$ cat src/rtl/dtc_vote_pkg.sv
// Shared types and defaults for the decision-tree vote window.
// Optional early-close input enabled by DTC_VOTE_FLUSH_EN.
package dtc_vote_pkg;

  typedef enum logic {
    ACCUM = 1'b0,
    HOLD  = 1'b1
  } state_e;

  localparam int WIN_DEF    = 8;
  localparam int THRESH_DEF = 5;

  function automatic int cw_f(input int win);
    return $clog2(win + 1);
  endfunction

endpackage

$ cat src/rtl/dtc_vote_counter.sv
// Per-window vote and sample counters with clear/increment enables.
// Clear wins over increment so the closing sample never leaks into the next window.
module dtc_vote_counter
  import dtc_vote_pkg::*;
#(
  parameter int WIN = WIN_DEF,
  parameter int CW  = cw_f(WIN)
) (
  input  logic          clk,
  input  logic          rst_n,
  input  logic          inc_i,
  input  logic          pred_i,
  input  logic          clr_i,
  output logic [CW-1:0] cnt_o,
  output logic [CW-1:0] idx_o,
  output logic          last_o
);

  logic [CW-1:0] cnt_q, cnt_d;
  logic [CW-1:0] idx_q, idx_d;

  always_comb begin
    cnt_d = cnt_q;
    idx_d = idx_q;
    if (clr_i) begin
      cnt_d = '0;
      idx_d = '0;
    end else if (inc_i) begin
      cnt_d = cnt_q + CW'(pred_i);
      idx_d = idx_q + CW'(1);
    end
  end

  always_ff @(posedge clk or negedge rst_n) begin
    if (!rst_n) begin
      cnt_q <= '0;
      idx_q <= '0;
    end else begin
      cnt_q <= cnt_d;
      idx_q <= idx_d;
    end
  end

  assign cnt_o  = cnt_q;
  assign idx_o  = idx_q;
  assign last_o = (idx_q == CW'(WIN - 1));

endmodule

$ cat src/rtl/dtc_vote_window.sv
// Majority/threshold vote over WIN classifier predictions, one result per window.
// Define DTC_VOTE_FLUSH_EN to add a flush input that closes a partial window early.
module dtc_vote_window
  import dtc_vote_pkg::*;
#(
  parameter  int WIN    = WIN_DEF,
  parameter  int THRESH = THRESH_DEF,
  localparam int CW     = cw_f(WIN)
) (
  input  logic          clk,
  input  logic          rst_n,
`ifdef DTC_VOTE_FLUSH_EN
  input  logic          flush,
`endif
  input  logic          in_valid,
  output logic          in_ready,
  input  logic          in_pred,
  output logic          out_valid,
  input  logic          out_ready,
  output logic          out_class,
  output logic [CW-1:0] out_count,
  output logic [CW-1:0] win_idx
);

  state_e        state_q, state_d;
  logic          cls_q, cls_d;
  logic [CW-1:0] ocnt_q, ocnt_d;
  logic [CW-1:0] cnt;
  logic [CW-1:0] sum;
  logic          hs;
  logic          last;
  logic          close;

  assign in_ready  = (state_q == ACCUM);
  assign out_valid = (state_q == HOLD);
  assign hs        = in_valid & in_ready;
  assign sum       = cnt + CW'(hs & in_pred);

`ifdef DTC_VOTE_FLUSH_EN
  // A flush on an empty window only closes it if a sample lands now.
  assign close = (hs & last)
               | (flush & in_ready & (hs | (win_idx != '0)));
`else
  assign close = hs & last;
`endif

  dtc_vote_counter #(
    .WIN (WIN),
    .CW  (CW)
  ) u_cnt (
    .clk    (clk),
    .rst_n  (rst_n),
    .inc_i  (hs),
    .pred_i (in_pred),
    .clr_i  (close),
    .cnt_o  (cnt),
    .idx_o  (win_idx),
    .last_o (last)
  );

  always_comb begin
    state_d = state_q;
    cls_d   = cls_q;
    ocnt_d  = ocnt_q;
    unique case (state_q)
      ACCUM: begin
        if (close) begin
          state_d = HOLD;
          ocnt_d  = sum;
          cls_d   = (int'(sum) >= THRESH);
        end
      end
      HOLD: begin
        if (out_ready) state_d = ACCUM;
      end
      default: state_d = ACCUM;
    endcase
  end

  always_ff @(posedge clk or negedge rst_n) begin
    if (!rst_n) begin
      state_q <= ACCUM;
      cls_q   <= 1'b0;
      ocnt_q  <= '0;
    end else begin
      state_q <= state_d;
      cls_q   <= cls_d;
      ocnt_q  <= ocnt_d;
    end
  end

  assign out_class = cls_q;
  assign out_count = ocnt_q;

endmodule

$ cat config.mk
export PLATFORM = sky130hd
export DESIGN_NAME = dtc_vote_window
export DESIGN_NICKNAME = d
export VERILOG_FILES = /design/src/rtl/dtc_vote_pkg.sv /design/src/rtl/dtc_vote_counter.sv /design/src/rtl/dtc_vote_window.sv
export SDC_FILE = /design/constraint.sdc
export NUM_CORES = 1
export LEC_CHECK = 0
export BUFFER_PORTS_ARGS = -buffer_cell sky130_fd_sc_hd__clkbuf_2
export CAP_MARGIN = 20
export CORE_ASPECT_RATIO = 0.9
export CORE_UTILIZATION = 45
export DETAILED_ROUTE_END_ITERATION = 10
export HOLD_SLACK_MARGIN = 0.1
export PLACE_DENSITY = 0.78
export SETUP_SLACK_MARGIN = 0.2
export SLEW_MARGIN = 10
export SYNTH_ARGS = -nofsm -noshare
export SYNTH_HDL_FRONTEND = slang
export SYNTH_SLANG_ARGS = --single-unit
$ cat constraint.sdc
create_clock -name clk -period 2.5 [get_ports clk]
set_clock_uncertainty 0.2 [all_clocks]
set_input_delay 0.125 -clock clk [delete_from_list [all_inputs] [get_ports clk]]
set_output_delay 0.125 -clock clk [all_outputs]
set_load 0.005 [all_outputs]
After elaboration in Yosys (flattened, before gate mapping)
Index checks and enable logic that the tools add are counted.
- add/sub/neg operators: 3
- magnitude comparators: 1
- eq/ne operators: 1
- muxes and demuxes: 7
- bitwise gates (word level): 4
- reduce and logical (&&, ||, !) cells: 2
- operators with widths (cell ; count):
    2-to-1 mux 4 bit ; 4
    adder 4 x 1 -> 4 bit ; 2
    adder 4 x 1 -> 4 bit (second input constant) ; 1
    equality test 4 x 3 -> 1 bit (second input constant) ; 1
    greater-or-equal comparator 4 x 3 -> 1 bit (second input constant) ; 1
    AND 1 bit ; 3
    2-to-1 mux 1 bit ; 2
    case mux 1 bit (2 select lines) ; 1
    AND reduction 2 bit ; 1
    nonzero test 2 bit ; 1
    NOT 1 bit ; 1
- register bits after elaboration: 14
- input port bits: 5
- output and inout bits: 11
- word-level logic and storage cells: 23

Logic depth before layout (Yosys ltp)
Gate-level depths: netlist of the first run.
- depth in word-level cells: 5
- depth in mapped cells: 7
- depth with buffers taken out: 7

Modules after synthesis
Synthesis of the first run repeated with hierarchy kept, for this count alone.
- cells, all modules: 67
- area, all modules: 753.2 um^2
- by module, submodules not included (module ; instances ; cells each ; area each (um^2)):
    dtc_vote_counter ; 1 ; 37 ; 452.9
    dtc_vote_window ; 1 ; 30 ; 300.3

Worst setup path before layout of the first run
Ideal clock, no wire load.
- path type: reg-to-reg
- from: register state_q, in the netlist out_valid
- to: register ocnt_q[2], in the netlist out_count[2]
- setup time: 0.125 ns
- data arrival time: 1.527 ns
- path slack: 0.648 ns
- stages on the path, launching flop included: 7
- buffers on the path: 0
- path through: dfrtp_1 -> and2b_1 -> and2_1 -> ha_1 -> ha_1 -> xor2_1 -> mux2_4
- longest elaborated chain between the ends: 4
- elaborated cells on any way between the ends: 6
- those cells by class: add/sub (1); bitwise (4); reduce/logical (1)
- ends and longest elaborated chain (item ; RTL line ; source):
    start: declaration ; dtc_vote_window.sv:25 ; state_e state_q, state_d;
    start signal: assignment ; dtc_vote_window.sv:86 ; state_q <= state_d;
    NOT 1 bit (no line) (*) ; -- ;
    AND 1 bit ; dtc_vote_window.sv:36 ; assign hs = in_valid & in_ready;
    AND 1 bit, on equally long branches ; dtc_vote_window.sv:37, dtc_vote_window.sv:44 ;
    adder 4 x 1 -> 4 bit or AND reduction 2 bit (tied branches) ; -- ;
    end signal: assignment ; dtc_vote_window.sv:88 ; ocnt_q <= ocnt_d;
    end: declaration ; dtc_vote_window.sv:27 ; logic [CW-1:0] ocnt_q, ocnt_d;
Mark *: on every way between the ends. The rest lies on a longest branch, timed or not.
A chain may end at the register's enable or synchronous reset.

Worst setup path after layout of the first run
- from: input port in_valid
- to: register ocnt_q[2], in the netlist out_count[2]
- longest elaborated chain between the ends: 3
- elaborated cells on any way between the ends: 5
- those cells by class: add/sub (1); bitwise (3); reduce/logical (1)
- ends and longest elaborated chain (item ; RTL line ; source):
    start: declaration ; dtc_vote_window.sv:15 ; input logic in_valid,
    AND 1 bit (*) ; dtc_vote_window.sv:36 ;
    AND 1 bit, on equally long branches ; dtc_vote_window.sv:37, dtc_vote_window.sv:44 ;
    adder 4 x 1 -> 4 bit or AND reduction 2 bit (tied branches) ; -- ;
Marked as above.

==> results of run 1 <==
## kinds of logic after synthesis
group                      share of synthesized area, %
AOI/OAI and AO/OA                                  8.45
muxes                                              7.55
and+or+nand+nor                                    17.4
adders and majority gates                          8.99
DFF                                                50.4
buffers and inverters                              2.16
xor gates and xnor gates                           5.04
## routing by layer
metal,vias to the layer above,part of all wire (%)
met4,0,0
li1,261,-
met5,-,0
met1,244,47
met3,0,5.0
met2,14,48
## stage by stage
step	total power [W]	setup WS (ns)
after floorplan	0.000628	0.648
after global placement	0.000745	0.633
after detailed placement	0.000759	0.547
after CTS	0.000932	0.507
after global routing	0.000997	0.346
final	0.000926	0.501
## power by group
group	switching, W	leakage (nW)	internal (W)	total, W
Sequential	0.0000900	0.176	0.000329	0.000419
Combinational	0.000156	0.236	0.000186	0.000342
Clock	0.0000772	0.0210	0.0000886	0.000166
## sequential cells by signal, indices dropped and copies added, names as in the netlist
name         flops
out_class        1
out_count        4
out_valid        1
u_cnt.cnt_o      4
u_cnt.idx_o      4
## final timing paths
| path | startpoint | to | slack [ns] | cells past startpoint |
|---|---|---|---|---|
| worst max register to register | out_valid | out_count[2] | 0.55 | 6 |
| min in group asynchronous | rst_n | out_count[3] | 0.71 | 3 |
| max in group asynchronous | rst_n | out_valid | 0.99 | 3 |
| worst max-delay path | in_valid | out_count[2] | 0.50 | 8 |
| worst min register to register | u_cnt.idx_o[2] | u_cnt.idx_o[2] | 0.32 | 1 |
| worst min-delay path | u_cnt.idx_o[2] | u_cnt.idx_o[2] | 0.32 | 1 |
## cells in the final DEF (no fill, tap or decap), types with 2 or more instances in the layout
| cell | synthesis | routed |
|---|---|---|
| nand3_1 | 2 | 2 |
| clkbuf_4 | 0 | 3 |
| nand2b_1 | 2 | 2 |
| nand2_1 | 8 | 8 |
| a21oi_1 | 6 | 6 |
| o21ai_0 | 3 | 3 |
| mux2_2 | 2 | 2 |
| mux2_4 | 2 | 2 |
| dlygate4sd3_1 | 0 | 5 |
| dfrtp_1 | 14 | 14 |
| nor2_1 | 2 | 2 |
| xor2_1 | 4 | 4 |
| clkbuf_2 | 0 | 15 |
| ha_1 | 5 | 5 |
## cell usage after synthesis, drive strengths merged
| library cell | n | share of area, % |
|---|---|---|
| nand2b | 2 | 1.8 |
| and2 | 2 | 2.2 |
| dfrtp | 14 | 50 |
| and2b | 1 | 1.1 |
| nor2b | 1 | 0.90 |
| buf | 1 | 1.6 |
| nand2 | 8 | 4.3 |
| mux2 | 4 | 7.6 |
| xor2 | 4 | 5.0 |
| a31oi | 1 | 0.90 |
| nor2 | 2 | 1.1 |
| o21ai | 3 | 2.2 |
| ha | 5 | 9.0 |
| inv | 1 | 0.54 |
| a21oi | 6 | 4.3 |
| nand3b | 1 | 1.1 |
| o21bai | 1 | 1.1 |
| or3 | 1 | 0.90 |
| nand3 | 2 | 1.4 |
| nand4 | 1 | 0.90 |
| and3b | 1 | 1.8 |
## cell type report
| cell class | instances | area share (%) |
|---|---|---|
| well taps | 15 | 2.17 |
| inverters | 1 | 0.434 |
| multi-input cells | 46 | 38.2 |
| clock buffers | 4 | 4.20 |
| flip-flops and latches | 14 | 40.5 |
| repair buffers | 20 | 14.5 |
==> reports/results.txt, run 1 <==
Final Util - 59.7%
Max Clock Freq - 500 MHz
vias in the first global route - 490
Hold WS - 0.316 ns
Die Ht - 39.3 µm
Leak - 0.434 nW
Worst Tran Pin Value - 0.621 ns
met2 Use GR - 29.5%
vias per inst - 5.19
Worst-Skew Late Latency - 0.28 ns
Die Area - 0.00171 mm²
final net count - 96
final setup fails - 0
post-route insts no fill - 100
most used cell, CP - ha_1
CTS Buf Count - 3
# hold bufs at CTS - 5
Max Fanout on Critical Path - 6
layout cells sized above 1 - 29.4%
Root Buffer - clkbuf_4
crit path cell chain - dlygate4sd3_1 -> clkbuf_2 -> and2b_1 -> and2_1 -> ha_1 -> ha_1 -> xor2_1 -> mux2_4
maximum root-to-sink buffer count - 2
Core ar. - 0.00145 mm²
Worst-path clk slew - 0.09 ns
first-pass GRT wire length - 2040 µm
critical path class - input port to flop
VDD IR-drop max - 0.000584 V
endpoints failing hold - 0
Placed Area - 778 µm²
DRC - 2
Post-CTS Resized - 0
initial antenna violation count - 0
final weighted congestion in routability-driven placement - 0.778
Max Slew Vio Count - 0
iteration count of the initial detailed-routing pass - 7
I/O Pins - 16
CP max-delay cell - dlygate4sd3_1
final instance area - 865 µm²
per-cell routed wire length - 12.1 µm
CP max stage delay - 0.53 ns
Buf/Inv on CP - 2
failing checks - design-rule violations
Setup Buffers After CTS - 0
FILL cells - 127
Initial DRC Count - 8
met1 global-route usage - 21.4%
CP Capture Type - flop
GRT Resource Usage Total - 17.4%
# rows - 13
Max Cap Violations - 0
outcome - finished, violations left
register area share after synthesis - 50.4%
Syn Nets - 72
GR met3 Demand/Resource - 6.91%
Sum Neg Setup Slack - 0 ns
register area - 350 µm²
minimum clock period - 2.00 ns
PD cells - 1070 mW/mm²
fin crit share - 80.0%
Worst Hold Class - flop to flop
ant diodes - 0
final WL - 1210 µm
largest net degree at the start of global routing - 15
syn avg cell area - 11.2 µm²
Worst Path Arrival - 1.97 ns
register bit total from synthesis - 14
crit-path leading delay family - buffers and inverters
PortBufs - 15
RSZ-0062 raised after global routing - false
DR vias - 519
Post-Syn Area - 696 µm²
grt ovf - 0
busiest grt layer - met2
Data required, critical path - 2.47 ns
synth warn - 0
die width - 43.4 µm
Yosys cell types - 23
initial core utilization - 48.1%
DP Wirelength - 893 µm
Area Growth Syn to Fin - 24.3%
clock sink count - 14
Mapped Cells - 62
Multi-input gate area - 330 µm²
placed cells - 91
Startpoint Class - input port
Max-slew headroom - 58.5%
CTS tree - done
ANT nets after route - 0
H-tree depth - 1
No activity file was read; power rests on OpenSTA's default activity.
==> run 2: changes to the inputs <==
Settings changed: ABC_AREA from default to 1, PLACE_DENSITY 0.78 to 0.77.
Clock period 2.5 ns to 2.1 ns, I/O delays scaled along.
==> reports/results.txt, run 2 <==
PortBufs - 15 (unchanged)
Syn Nets - 103 (+43%)
Core ar. - 0.00153 mm² (+5.6%)
largest net degree at the start of global routing - 15 (unchanged)
Startpoint Class - input port
Worst Tran Pin Value - 0.659 ns (+0.0380 ns)
Sum Neg Setup Slack - 0 ns (unchanged)
Switching Fraction - 41.4% (+6.5 points)
CTS tree - done
synth warn - 0 (unchanged)
CTS Buf Count - 3 (unchanged)
# rows - 13 (unchanged)
fin crit share - 85.0%
final setup fails - 0 (unchanged)
Max Fanout on Critical Path - 9 (+3)
clock sink count - 14 (unchanged)
post-route insts no fill - 139 (+39%)
Die Ht - 41.3 µm (+5.2%)
iteration count of the initial detailed-routing pass - 4 (-3)
DRC - 0 (-2)
vias in the first global route - 552 (+13%)
outcome - finished, final reports clean
maximum root-to-sink buffer count - 2 (unchanged)
Post-synth EDFFs - 0 (unchanged)
CP Capture Type - flop
final net count - 129 (+34%)
grt ovf - 0 (unchanged)
register share of total power - 43.7% (-1.5 points)
final WL - 1540 µm (+27%)
Root Buffer - clkbuf_4
Mapped Cells - 93 (+50%)
first-pass GRT wire length - 2400 µm (+18%)
Area Growth Syn to Fin - 24.4%
register bit total from synthesis - 14 (unchanged)
Max Clock Freq - 560 MHz
DR vias - 677 (+30%)
P_sw - 0.000494 W (+53%)
area fraction of the dominant cell type after synthesis - 45.3% (-5.1 points)
critical path class - input port to flop
VDD IR-drop max - 0.000586 V (+0.20%)
I/O Pins - 16 (unchanged)
vias per inst - 4.87 (-6.2%)
DP Wirelength - 1070 µm (+20%)
Data required, critical path - 2.07 ns (-0.40 ns)
clock network fraction of design power - 12.2% (-5.7 points)
GRT Resource Usage Total - 19.1% (+1.7 points)
Synth area leaders - dfrtp_1, nand2_1, ha_1, inv_1, nand3_1
endpoints failing hold - 0 (unchanged)
initial antenna violation count - 0 (unchanged)
Max-slew headroom - 55.9% (-2.5 points)
ANT nets after route - 0 (unchanged)
Die Area - 0.00189 mm² (+11%)
logic gate share of total power - 44.1% (+7.2 points)
ant diodes - 0 (unchanged)
PD cells - 1240 mW/mm² (+16%)
H-tree depth - 1 (unchanged)
count leader, synth - nand2_1
Post-Syn Area - 773 µm² (+11%)
placed cells - 129 (+42%)
final weighted congestion in routability-driven placement - 0.841 (+8.1%)
RSZ-0062 raised after global routing - false
most common cell after layout, fill and taps aside - nand2_1
Leak - 0.512 nW (+18%)
asr flop ratio synth - 100% (unchanged)
layout cells sized above 1 - 29.1% (-0.35 points)
Max Cap Violations - 0 (unchanged)
Yosys cell types - 19 (-17%)
leading cell types in the layout, fill and taps excluded - nand2_1, clkbuf_2, dfrtp_1, inv_1, nand3_1
Initial DRC Count - 10 (+2)
Synth area leader - dfrtp_1
Worst-path clk slew - 0.08 ns (about the same)
Total Power - 0.00119 W (+29%)
Post-synth top flop - dfrtp_1
Internal - 0.000700 W (+16%)
initial core utilization - 50.6% (+2.5 points)
Worst Hold Class - flop to flop
Worst-Skew Late Latency - 0.27 ns (about the same)
die width - 45.7 µm (+5.2%)
register area share after synthesis - 45.3% (-5.1 points)
minimum clock period - 1.79 ns
Post-synth top cells - nand2_1, dfrtp_1, inv_1
Worst Path Arrival - 1.76 ns (-0.21 ns)
per-cell routed wire length - 11.1 µm (-8.9%)
syn avg cell area - 8.31 µm² (-26%)
Max Slew Vio Count - 0 (unchanged)
[run 2: path summary, 6_finish.rpt]
check / cells after the start / end / startpoint / slack, ns
worst max-delay path: 12 / out_class / in_valid / 0.31
worst min-delay path: 2 / out_count[3] / out_count[3] / 0.28
worst max register to register: 11 / out_class / out_valid / 0.33
worst min register to register: 2 / out_count[3] / out_count[3] / 0.28
max in group asynchronous: 3 / u_cnt.cnt_o[1] / rst_n / 0.52
min in group asynchronous: 3 / u_cnt.idx_o[2] / rst_n / 0.76
[run 2: stage by stage]
step	area (µm²)	utilization [%]	hold WS [ns]	setup slack [ns]
detailed placement	865	56.5	-0.172	0.169
global route	962	62.9	0.298	0.186
CTS	937	61.3	0.290	0.212
finish	962	62.9	0.284	0.315
global placement	865	56.5	-0.172	0.194
floorplan	773	-	-0.391	0.294
[run 2: power groups by stage]
stage                     Sequential (W)  Combinational (W)  Clock (W)
final                           0.000522           0.000527   0.000146
after global routing            0.000543           0.000621   0.000165
after CTS                       0.000521           0.000514   0.000153
after detailed placement        0.000525           0.000503          0
after global placement          0.000520           0.000489          0
after floorplan                 0.000516           0.000339          0
[run 2: per-layer routing]
metal  GRT usage [%]  vias up  part of all wire, %
li1                -      346                    -
met1            25.2      315                   48
met2            29.3       14                   48
met3            3.88        2                  3.8
met4            11.0        0                 0.52
met5               0        -                    0
[run 2: cell type report]
| class | count | area (µm²) |
|---|---|---|
| Sequential cell | 14 | 350 |
| Multi-Input combinational cell | 66 | 377 |
| Fill cell | 153 | 567 |
| Tap cell | 22 | 27.5 |
| Clock buffer | 3 | 22.5 |
| Timing Repair Buffer | 22 | 140 |
| Inverter | 12 | 45.0 |
[run 2: repair_timing]
action	in CTS	in global routing
setup endpoints to repair	1	1
gates resized for setup	1	4
hold buffers	5	0
endpoints found under the hold margin	23	0
buffers inserted	0	2
[run 2: critical path, stage by stage]
cell           delay [ns]
dlygate4sd3_1        0.53
buf_2                0.16
nand2_4              0.12
nor2_2               0.04
ha_2                 0.17
ha_1                 0.27
inv_1                0.09
nand2_1              0.05
nand3_1              0.07
nand2_1              0.05
nand2_1              0.05
nand2_1              0.04
[run 2: cells by family (layout without fill, tap and decap cells)]
kind of cell,after synthesis,in the layout,share of synthesized area (%)
compound gates,8,8,6.47
xor+xnor,1,1,1.13
fa+ha+maj,5,5,8.09
buf+inv,13,37,7.28
flops,14,14,45.3
simple gates,52,52,31.7
